==> src/rtl/cpu_types_pkg.sv <==
// rtl/cpu_types_pkg.sv - shared CPU types: ALU op codes, word type, ALU arbiter states
//
// Purpose:
//   Common definitions used by the ALU arbiter and its sub-modules.
//   - WORD_W / word_t : native datapath word.
//   - aluop_t         : 4-bit ALU operation code. ALU_SLL is encoded as zero
//                       so that a cleared op register means "shift by b".
//   - arb_state_t     : arbiter FSM states (IDLE, EXEC, RESP).
//   - req_onehot()    : maps a requester index to its one-hot strobe vector.
//
// Ports: none (package).

package cpu_types_pkg;

   localparam int unsigned WORD_W = 32;

   typedef logic [WORD_W-1:0] word_t;

   typedef enum logic [3:0] {
      ALU_SLL  = 4'h0,
      ALU_SRL  = 4'h1,
      ALU_SRA  = 4'h2,
      ALU_ADD  = 4'h3,
      ALU_SUB  = 4'h4,
      ALU_AND  = 4'h5,
      ALU_OR   = 4'h6,
      ALU_XOR  = 4'h7,
      ALU_SLT  = 4'h8,
      ALU_SLTU = 4'h9
   } aluop_t;

   typedef enum logic [1:0] {
      IDLE = 2'd0,
      EXEC = 2'd1,
      RESP = 2'd2
   } arb_state_t;

   // Requester index -> {strobe1, strobe0}.
   function automatic logic [1:0] req_onehot(input logic idx);
      return idx ? 2'b10 : 2'b01;
   endfunction

endpackage

==> src/rtl/rr_arb2.sv <==
// rtl/rr_arb2.sv - two-way round-robin pick with priority pointer register
//
// Purpose:
//   Picks one of two requesters. A lone request always wins; when both
//   request, the requester named by the priority pointer wins. The pointer
//   is only moved when the caller actually takes the grant, and it then
//   points at the loser so the other side is preferred next time.
//
// Ports:
//   clk      in   clock, rising edge
//   rst      in   asynchronous active-high reset (pointer -> requester 0)
//   req      in   [1:0] request vector {req1, req0}
//   take     in   caller consumes the pick this cycle (pointer may advance)
//   any_req  out  at least one request present
//   winner   out  index of the selected requester (valid when any_req)

module rr_arb2 (
   input  logic       clk,
   input  logic       rst,
   input  logic [1:0] req,
   input  logic       take,
   output logic       any_req,
   output logic       winner
);

   // ptr_q holds the preferred requester for the next contended pick.
   logic ptr_q;
   logic ptr_d;

   always_comb begin
      any_req = |req;
      case (req)
         2'b01:   winner = 1'b0;
         2'b10:   winner = 1'b1;
         2'b11:   winner = ptr_q;
         default: winner = 1'b0;
      endcase

      ptr_d = ptr_q;
      if (take && any_req) begin
         ptr_d = ~winner;
      end
   end

   always_ff @(posedge clk or posedge rst) begin
      if (rst) begin
         ptr_q <= 1'b0;
      end else begin
         ptr_q <= ptr_d;
      end
   end

endmodule

==> src/rtl/alu_arbiter.sv <==
// rtl/alu_arbiter.sv - round-robin sharing of one ALU between two requesters
//
// Purpose:
//   Requester 0 (execute datapath) and requester 1 (branch/address compare)
//   share a single combinational ALU. A request is granted from IDLE, its
//   op/operands are registered onto the ALU inputs (EXEC), the ALU result and
//   flags are captured and held (RESP) until the owning requester acks.
//   Sequence per operation: grant edge -> capture edge -> ack edge, so the
//   minimum issue interval is three cycles.
//
// Optional feature (macro ALU_ARB_STATS_EN):
//   Adds saturating grant counters gcnt0/gcnt1 and a conflict counter
//   conflict_cnt (IDLE cycles with both requests high). Without the macro
//   those ports and registers are absent.
//
// Ports:
//   CLK, RST                      clock / asynchronous active-high reset
//   req0/1, op0/1, a0/b0, a1/b1   requests; op and operands stable until gnt
//   gnt0/1                        one-cycle grant pulse
//   rvalid0/1, rack0/1            result valid / acknowledge per requester
//   rdata, rzero, rneg, rovf      captured result and flags (shared)
//   alu_op, alu_a, alu_b          registered ALU input drive
//   alu_out, alu_zero/neg/ovf     ALU result and flags
//   gcnt0, gcnt1, conflict_cnt    statistics (ALU_ARB_STATS_EN only)

module alu_arbiter
   import cpu_types_pkg::*;
#(
   parameter int unsigned DATA_W = WORD_W,
   parameter int unsigned CNT_W  = 16
) (
   input  logic              CLK,
   input  logic              RST,
   input  logic              req0,
   input  logic              req1,
   input  aluop_t            op0,
   input  aluop_t            op1,
   input  logic [DATA_W-1:0] a0,
   input  logic [DATA_W-1:0] b0,
   input  logic [DATA_W-1:0] a1,
   input  logic [DATA_W-1:0] b1,
   output logic              gnt0,
   output logic              gnt1,
   output logic              rvalid0,
   output logic              rvalid1,
   input  logic              rack0,
   input  logic              rack1,
   output logic [DATA_W-1:0] rdata,
   output logic              rzero,
   output logic              rneg,
   output logic              rovf,
   output aluop_t            alu_op,
   output logic [DATA_W-1:0] alu_a,
   output logic [DATA_W-1:0] alu_b,
   input  logic [DATA_W-1:0] alu_out,
   input  logic              alu_zero,
   input  logic              alu_neg,
   input  logic              alu_ovf
`ifdef ALU_ARB_STATS_EN
   ,
   output logic [CNT_W-1:0]  gcnt0,
   output logic [CNT_W-1:0]  gcnt1,
   output logic [CNT_W-1:0]  conflict_cnt
`endif
);

   if (DATA_W < 2 || CNT_W < 1) begin : g_bad_params
      $error("alu_arbiter: DATA_W must be >= 2 and CNT_W >= 1");
   end

   // ------------------------------------------------------------------
   // State
   // ------------------------------------------------------------------
   arb_state_t        state_q,  state_d;
   logic              owner_q,  owner_d;
   logic [1:0]        gnt_q,    gnt_d;
   logic [1:0]        rvalid_q, rvalid_d;
   logic [DATA_W-1:0] rdata_q,  rdata_d;
   logic              rzero_q,  rzero_d;
   logic              rneg_q,   rneg_d;
   logic              rovf_q,   rovf_d;
   aluop_t            alu_op_q, alu_op_d;
   logic [DATA_W-1:0] alu_a_q,  alu_a_d;
   logic [DATA_W-1:0] alu_b_q,  alu_b_d;

   logic [1:0]        rack;
   logic              arb_take;
   logic              arb_any;
   logic              arb_winner;

   assign rack     = {rack1, rack0};
   // The pick is only consumed in IDLE; requests arriving in EXEC/RESP
   // simply stay pending and do not disturb the pointer.
   assign arb_take = (state_q == IDLE);

   rr_arb2 u_rr_arb2 (
      .clk     (CLK),
      .rst     (RST),
      .req     ({req1, req0}),
      .take    (arb_take),
      .any_req (arb_any),
      .winner  (arb_winner)
   );

   // ------------------------------------------------------------------
   // Next-state logic
   // ------------------------------------------------------------------
   always_comb begin
      state_d  = state_q;
      owner_d  = owner_q;
      gnt_d    = 2'b00;
      rvalid_d = rvalid_q;
      rdata_d  = rdata_q;
      rzero_d  = rzero_q;
      rneg_d   = rneg_q;
      rovf_d   = rovf_q;
      alu_op_d = alu_op_q;
      alu_a_d  = alu_a_q;
      alu_b_d  = alu_b_q;

      case (state_q)
         IDLE: begin
            if (arb_any) begin
               alu_op_d = arb_winner ? op1 : op0;
               alu_a_d  = arb_winner ? a1  : a0;
               alu_b_d  = arb_winner ? b1  : b0;
               gnt_d    = req_onehot(arb_winner);
               owner_d  = arb_winner;
               state_d  = EXEC;
            end
         end

         EXEC: begin
            // ALU inputs have been stable for a full cycle; sample it.
            rdata_d  = alu_out;
            rzero_d  = alu_zero;
            rneg_d   = alu_neg;
            rovf_d   = alu_ovf;
            rvalid_d = req_onehot(owner_q);
            state_d  = RESP;
         end

         RESP: begin
            // Only the owner's ack releases the result.
            if (rack[owner_q]) begin
               rvalid_d = 2'b00;
               state_d  = IDLE;
            end
         end

         default: begin
            rvalid_d = 2'b00;
            state_d  = IDLE;
         end
      endcase
   end

   // ------------------------------------------------------------------
   // Registers
   // ------------------------------------------------------------------
   always_ff @(posedge CLK or posedge RST) begin
      if (RST) begin
         state_q  <= IDLE;
         owner_q  <= 1'b0;
         gnt_q    <= 2'b00;
         rvalid_q <= 2'b00;
         rdata_q  <= '0;
         rzero_q  <= 1'b0;
         rneg_q   <= 1'b0;
         rovf_q   <= 1'b0;
         alu_op_q <= ALU_SLL;
         alu_a_q  <= '0;
         alu_b_q  <= '0;
      end else begin
         state_q  <= state_d;
         owner_q  <= owner_d;
         gnt_q    <= gnt_d;
         rvalid_q <= rvalid_d;
         rdata_q  <= rdata_d;
         rzero_q  <= rzero_d;
         rneg_q   <= rneg_d;
         rovf_q   <= rovf_d;
         alu_op_q <= alu_op_d;
         alu_a_q  <= alu_a_d;
         alu_b_q  <= alu_b_d;
      end
   end

   assign gnt0    = gnt_q[0];
   assign gnt1    = gnt_q[1];
   assign rvalid0 = rvalid_q[0];
   assign rvalid1 = rvalid_q[1];
   assign rdata   = rdata_q;
   assign rzero   = rzero_q;
   assign rneg    = rneg_q;
   assign rovf    = rovf_q;
   assign alu_op  = alu_op_q;
   assign alu_a   = alu_a_q;
   assign alu_b   = alu_b_q;

`ifdef ALU_ARB_STATS_EN
   // ------------------------------------------------------------------
   // Saturating statistics counters
   // ------------------------------------------------------------------
   localparam logic [CNT_W-1:0] CNT_ONE = {{(CNT_W-1){1'b0}}, 1'b1};

   logic [CNT_W-1:0] gcnt0_q,        gcnt0_d;
   logic [CNT_W-1:0] gcnt1_q,        gcnt1_d;
   logic [CNT_W-1:0] conflict_cnt_q, conflict_cnt_d;

   always_comb begin
      gcnt0_d        = gcnt0_q;
      gcnt1_d        = gcnt1_q;
      conflict_cnt_d = conflict_cnt_q;
      // Counted on the edge that raises the grant pulse.
      if (gnt_d[0] && (gcnt0_q != '1)) begin
         gcnt0_d = gcnt0_q + CNT_ONE;
      end
      if (gnt_d[1] && (gcnt1_q != '1)) begin
         gcnt1_d = gcnt1_q + CNT_ONE;
      end
      if ((state_q == IDLE) && req0 && req1 && (conflict_cnt_q != '1)) begin
         conflict_cnt_d = conflict_cnt_q + CNT_ONE;
      end
   end

   always_ff @(posedge CLK or posedge RST) begin
      if (RST) begin
         gcnt0_q        <= '0;
         gcnt1_q        <= '0;
         conflict_cnt_q <= '0;
      end else begin
         gcnt0_q        <= gcnt0_d;
         gcnt1_q        <= gcnt1_d;
         conflict_cnt_q <= conflict_cnt_d;
      end
   end

   assign gcnt0        = gcnt0_q;
   assign gcnt1        = gcnt1_q;
   assign conflict_cnt = conflict_cnt_q;
`endif

endmodule

==> config.mk <==
export PLATFORM = sky130hd
export DESIGN_NAME = alu_arbiter
export DESIGN_NICKNAME = d
export VERILOG_FILES = /design/src/rtl/cpu_types_pkg.sv /design/src/rtl/rr_arb2.sv /design/src/rtl/alu_arbiter.sv
export SDC_FILE = /design/constraint.sdc
export NUM_CORES = 1
export LEC_CHECK = 0
export ABC_AREA = 1
export CAP_MARGIN = 20
export CELL_PAD_IN_SITES_DETAIL_PLACEMENT = 1
export CELL_PAD_IN_SITES_GLOBAL_PLACEMENT = 1
export CORE_MARGIN = 2
export CORE_UTILIZATION = 24
export CTS_CLUSTER_DIAMETER = 60
export DETAILED_ROUTE_END_ITERATION = 6
export HOLD_SLACK_MARGIN = 0.06
export PLACE_DENSITY_LB_ADDON = 0.1
export SLEW_MARGIN = 25
export SYNTH_ARGS = -nofsm -noshare
export SYNTH_HDL_FRONTEND = slang
export SYNTH_SLANG_ARGS = --single-unit
export TNS_END_PERCENT = 50
==> constraint.sdc <==
create_clock -name CLK -period 3.35 [get_ports CLK]
set_clock_uncertainty 0.05 [all_clocks]
set_input_delay 0.335 -clock CLK [delete_from_list [all_inputs] [get_ports CLK]]
set_output_delay 0.335 -clock CLK [all_outputs]
set_load 0.02 [all_outputs]
==> run metrics <==
Setup CP Type register to register; Setup crit end kind register; Net count, final between 1000 and 1500; Via density roughly 4.5; post-synthesis sequential area ratio between 50% and 60%; Startpoint Class register; Max-Cap Viols 0; Die ar. ~0.021 mm^2; Area Overhead vs Synth 69.5%; vias in the first global route around 5500; floorplan core area approximately 0.02 mm^2; final period utilization 62.1%; Worst-Margin Slew 859 ps; drt first-iter violations between 150 and 200; HP Class input port to async pin; synth unique cells 16; Non-Filler Instances between 1000 and 1500; Power per Cell Area around 900 mW/mm^2; Leak about 3.8 nW; number of port buffers 283; max-slew violations 0; FMAX about 480 MHz; Hold Violations, Final 0; Synth Register Bits between 100 and 150; required time of the critical path between 3000 and 4000 ps; Die Wd 147 um; final setup TNS 0 ps; antenna cells 0; Clk Tree Root Cell clkbuf_16; multi-input logic area 0.00184 mm^2; clk sink count between 100 and 150; initial antenna violation count 0; drt wl/cell about 17 um; first-pass GRT wire length roughly 30 mm; CTS H-Tree Depth 3; CTS Buffer Depth 2; total wire length roughly 19 mm; critical-path maximum fanout 21; synth warn 0; syn nets 772; Initial Util between 20% and 30%; Gates resized, CTS repair 0; largest net degree at the start of global routing 61; Layout fillers ~2400; status finished, final reports clean; Detail Route Antenna Nets 0; design area between 0.008 and 0.009 mm^2; clk_lat worst skew approximately 350 ps; clk slew on worst S/H paths approximately 70 ps; unrepaired setup endpoints after global routing false; Max IR drop VDD 452 uV; minimum clock period between 2000 and 2500 ps; # hold bufs at CTS 0; DP HPWL 13.8 mm; Vias roughly 5000; GRT Residual Overflow 0; WHS ~390 ps; post-synthesis average cell area roughly 8 um^2; setup violators final 0; drt drc 0; total CTS buffers 9; Area after DPL 0.00798 mm^2; cell area after technology mapping 0.00488 mm^2; share of cells above drive strength 1 under 10%; Arr. time, crit path 2320 ps; Setup Slack @ Placement 1020 ps; Inst Count DP ~1100; Rel. slew slack a little over two fifths; die height approximately 150 um; Total GRT Usage between 15 and 20%; Gate Count Post-Synth around 600; I/O pin total 284; First-pass DRT Iterations 4; final worst slack 1270 ps; row cnt 52; R2R setup slack around 1300 ps; CTS tree yes; # Post-CTS Setup Buffers 0; GP Congestion between 0.7 and 0.8; FF/Latch Area around 0.0028 mm^2
power by group:
part | total (W) | leakage (nW) | switching (W) | internal [W]
combinational | 0.00401 | 2.29 | 0.00228 | 0.00173
clock | 0.00111 | 0.138 | 0.000510 | 0.000601
sequential | 0.00239 | 1.37 | 0.000388 | 0.00200
final timing paths:
path	from	endpoint	cells after the start
min in group CLK	rdata[10]	rdata[10]	2
hold / removal	RST	rdata[0]	2
max in group asynchronous	RST	rdata[16]	3
setup reg to reg	state_q[0]	alu_b[5]	5
hold reg to reg	rdata[10]	rdata[10]	2
setup / recovery	state_q[0]	alu_b[5]	5
state kept, by name (all words and copies together) (netlist names):
signal and count:
alu_a 32, alu_b 32, rdata 32, alu_op 4
gnt_q 2, rvalid_q 2, state_q 2, owner_q 1
rneg 1, rovf 1, rzero 1, u_rr_arb2.ptr_q 1
metrics by stage:
| step | power [W] | utilization (%) |
|---|---|---|
| floorplan | 0.00446 | - |
| global placement | 0.00637 | 39.7 |
| detailed placement | 0.00650 | 39.7 |
| CTS | 0.00766 | 41.2 |
| global route | 0.00805 | 41.2 |
| finish | 0.00751 | 41.2 |
cells in the final DEF, fill, tap and decap left out:
cell type / instances
inv_6: 1
clkdlybuf4s50_1: 283
bufinv_16: 1
nor2_4: 2
buf_4: 8
nand3_1: 118
clkbuf_16: 9
clkbuf_1: 1
nor2_2: 1
inv_2: 4
nor2_1: 2
nand3b_1: 19
inv_4: 1
a21oi_4: 1
clkinvlp_4: 2
clkbuf_8: 1
inv_1: 22
o21ai_1: 2
dfrtp_1: 111
o21ai_4: 1
buf_12: 1
nand2_1: 275
cell families (layout without fill, tap and decap cells):
kind of cell | count (synthesis) | after routing | synth area share, %
simple gates | 417 | 417 | 36.9
buf+inv | 63 | 334 | 5.69
compound gates | 4 | 4 | 0.487
flops | 111 | 111 | 56.9
area by class of cell:
| type | instances | area share, % |
|---|---|---|
| Multi-Input combinational cell | 421 | 22.3 |
| Sequential cell | 111 | 33.6 |
| Tap cell | 270 | 4.08 |
| Clock inverter | 4 | 0.650 |
| Inverter | 27 | 1.26 |
| Timing Repair Buffer | 292 | 35.2 |
| Clock buffer | 11 | 2.93 |
cells in the mapped netlist (all sizes together):
cell type / n / share of area, %
dfrtp: 111 / 57
nand3b: 19 / 2.9
a21oi: 1 / 0.10
clkbuf: 12 / 0.92
o21ai: 3 / 0.38
nor2: 5 / 0.74
nand3: 118 / 12
inv: 27 / 2.1
nand2: 275 / 21
buf: 24 / 2.7
worst max-delay path, stage by stage, from the launching register on:
cell and delay [ps]:
dfrtp_1 420, nor2_4 430, inv_2 150, nor2_2 690
nand3_1 190, nand2_1 90
layer usage:
metal  wire [um]  vias to the layer above  track usage, %
met5           0                        -               0
met4         608                        0            8.06
met3        1240                       33            4.59
met2        9070                      177            29.3
met1        7980                     2453            21.6
li1            -                     2408               -
No activity file was read; power rests on OpenSTA's default activity.
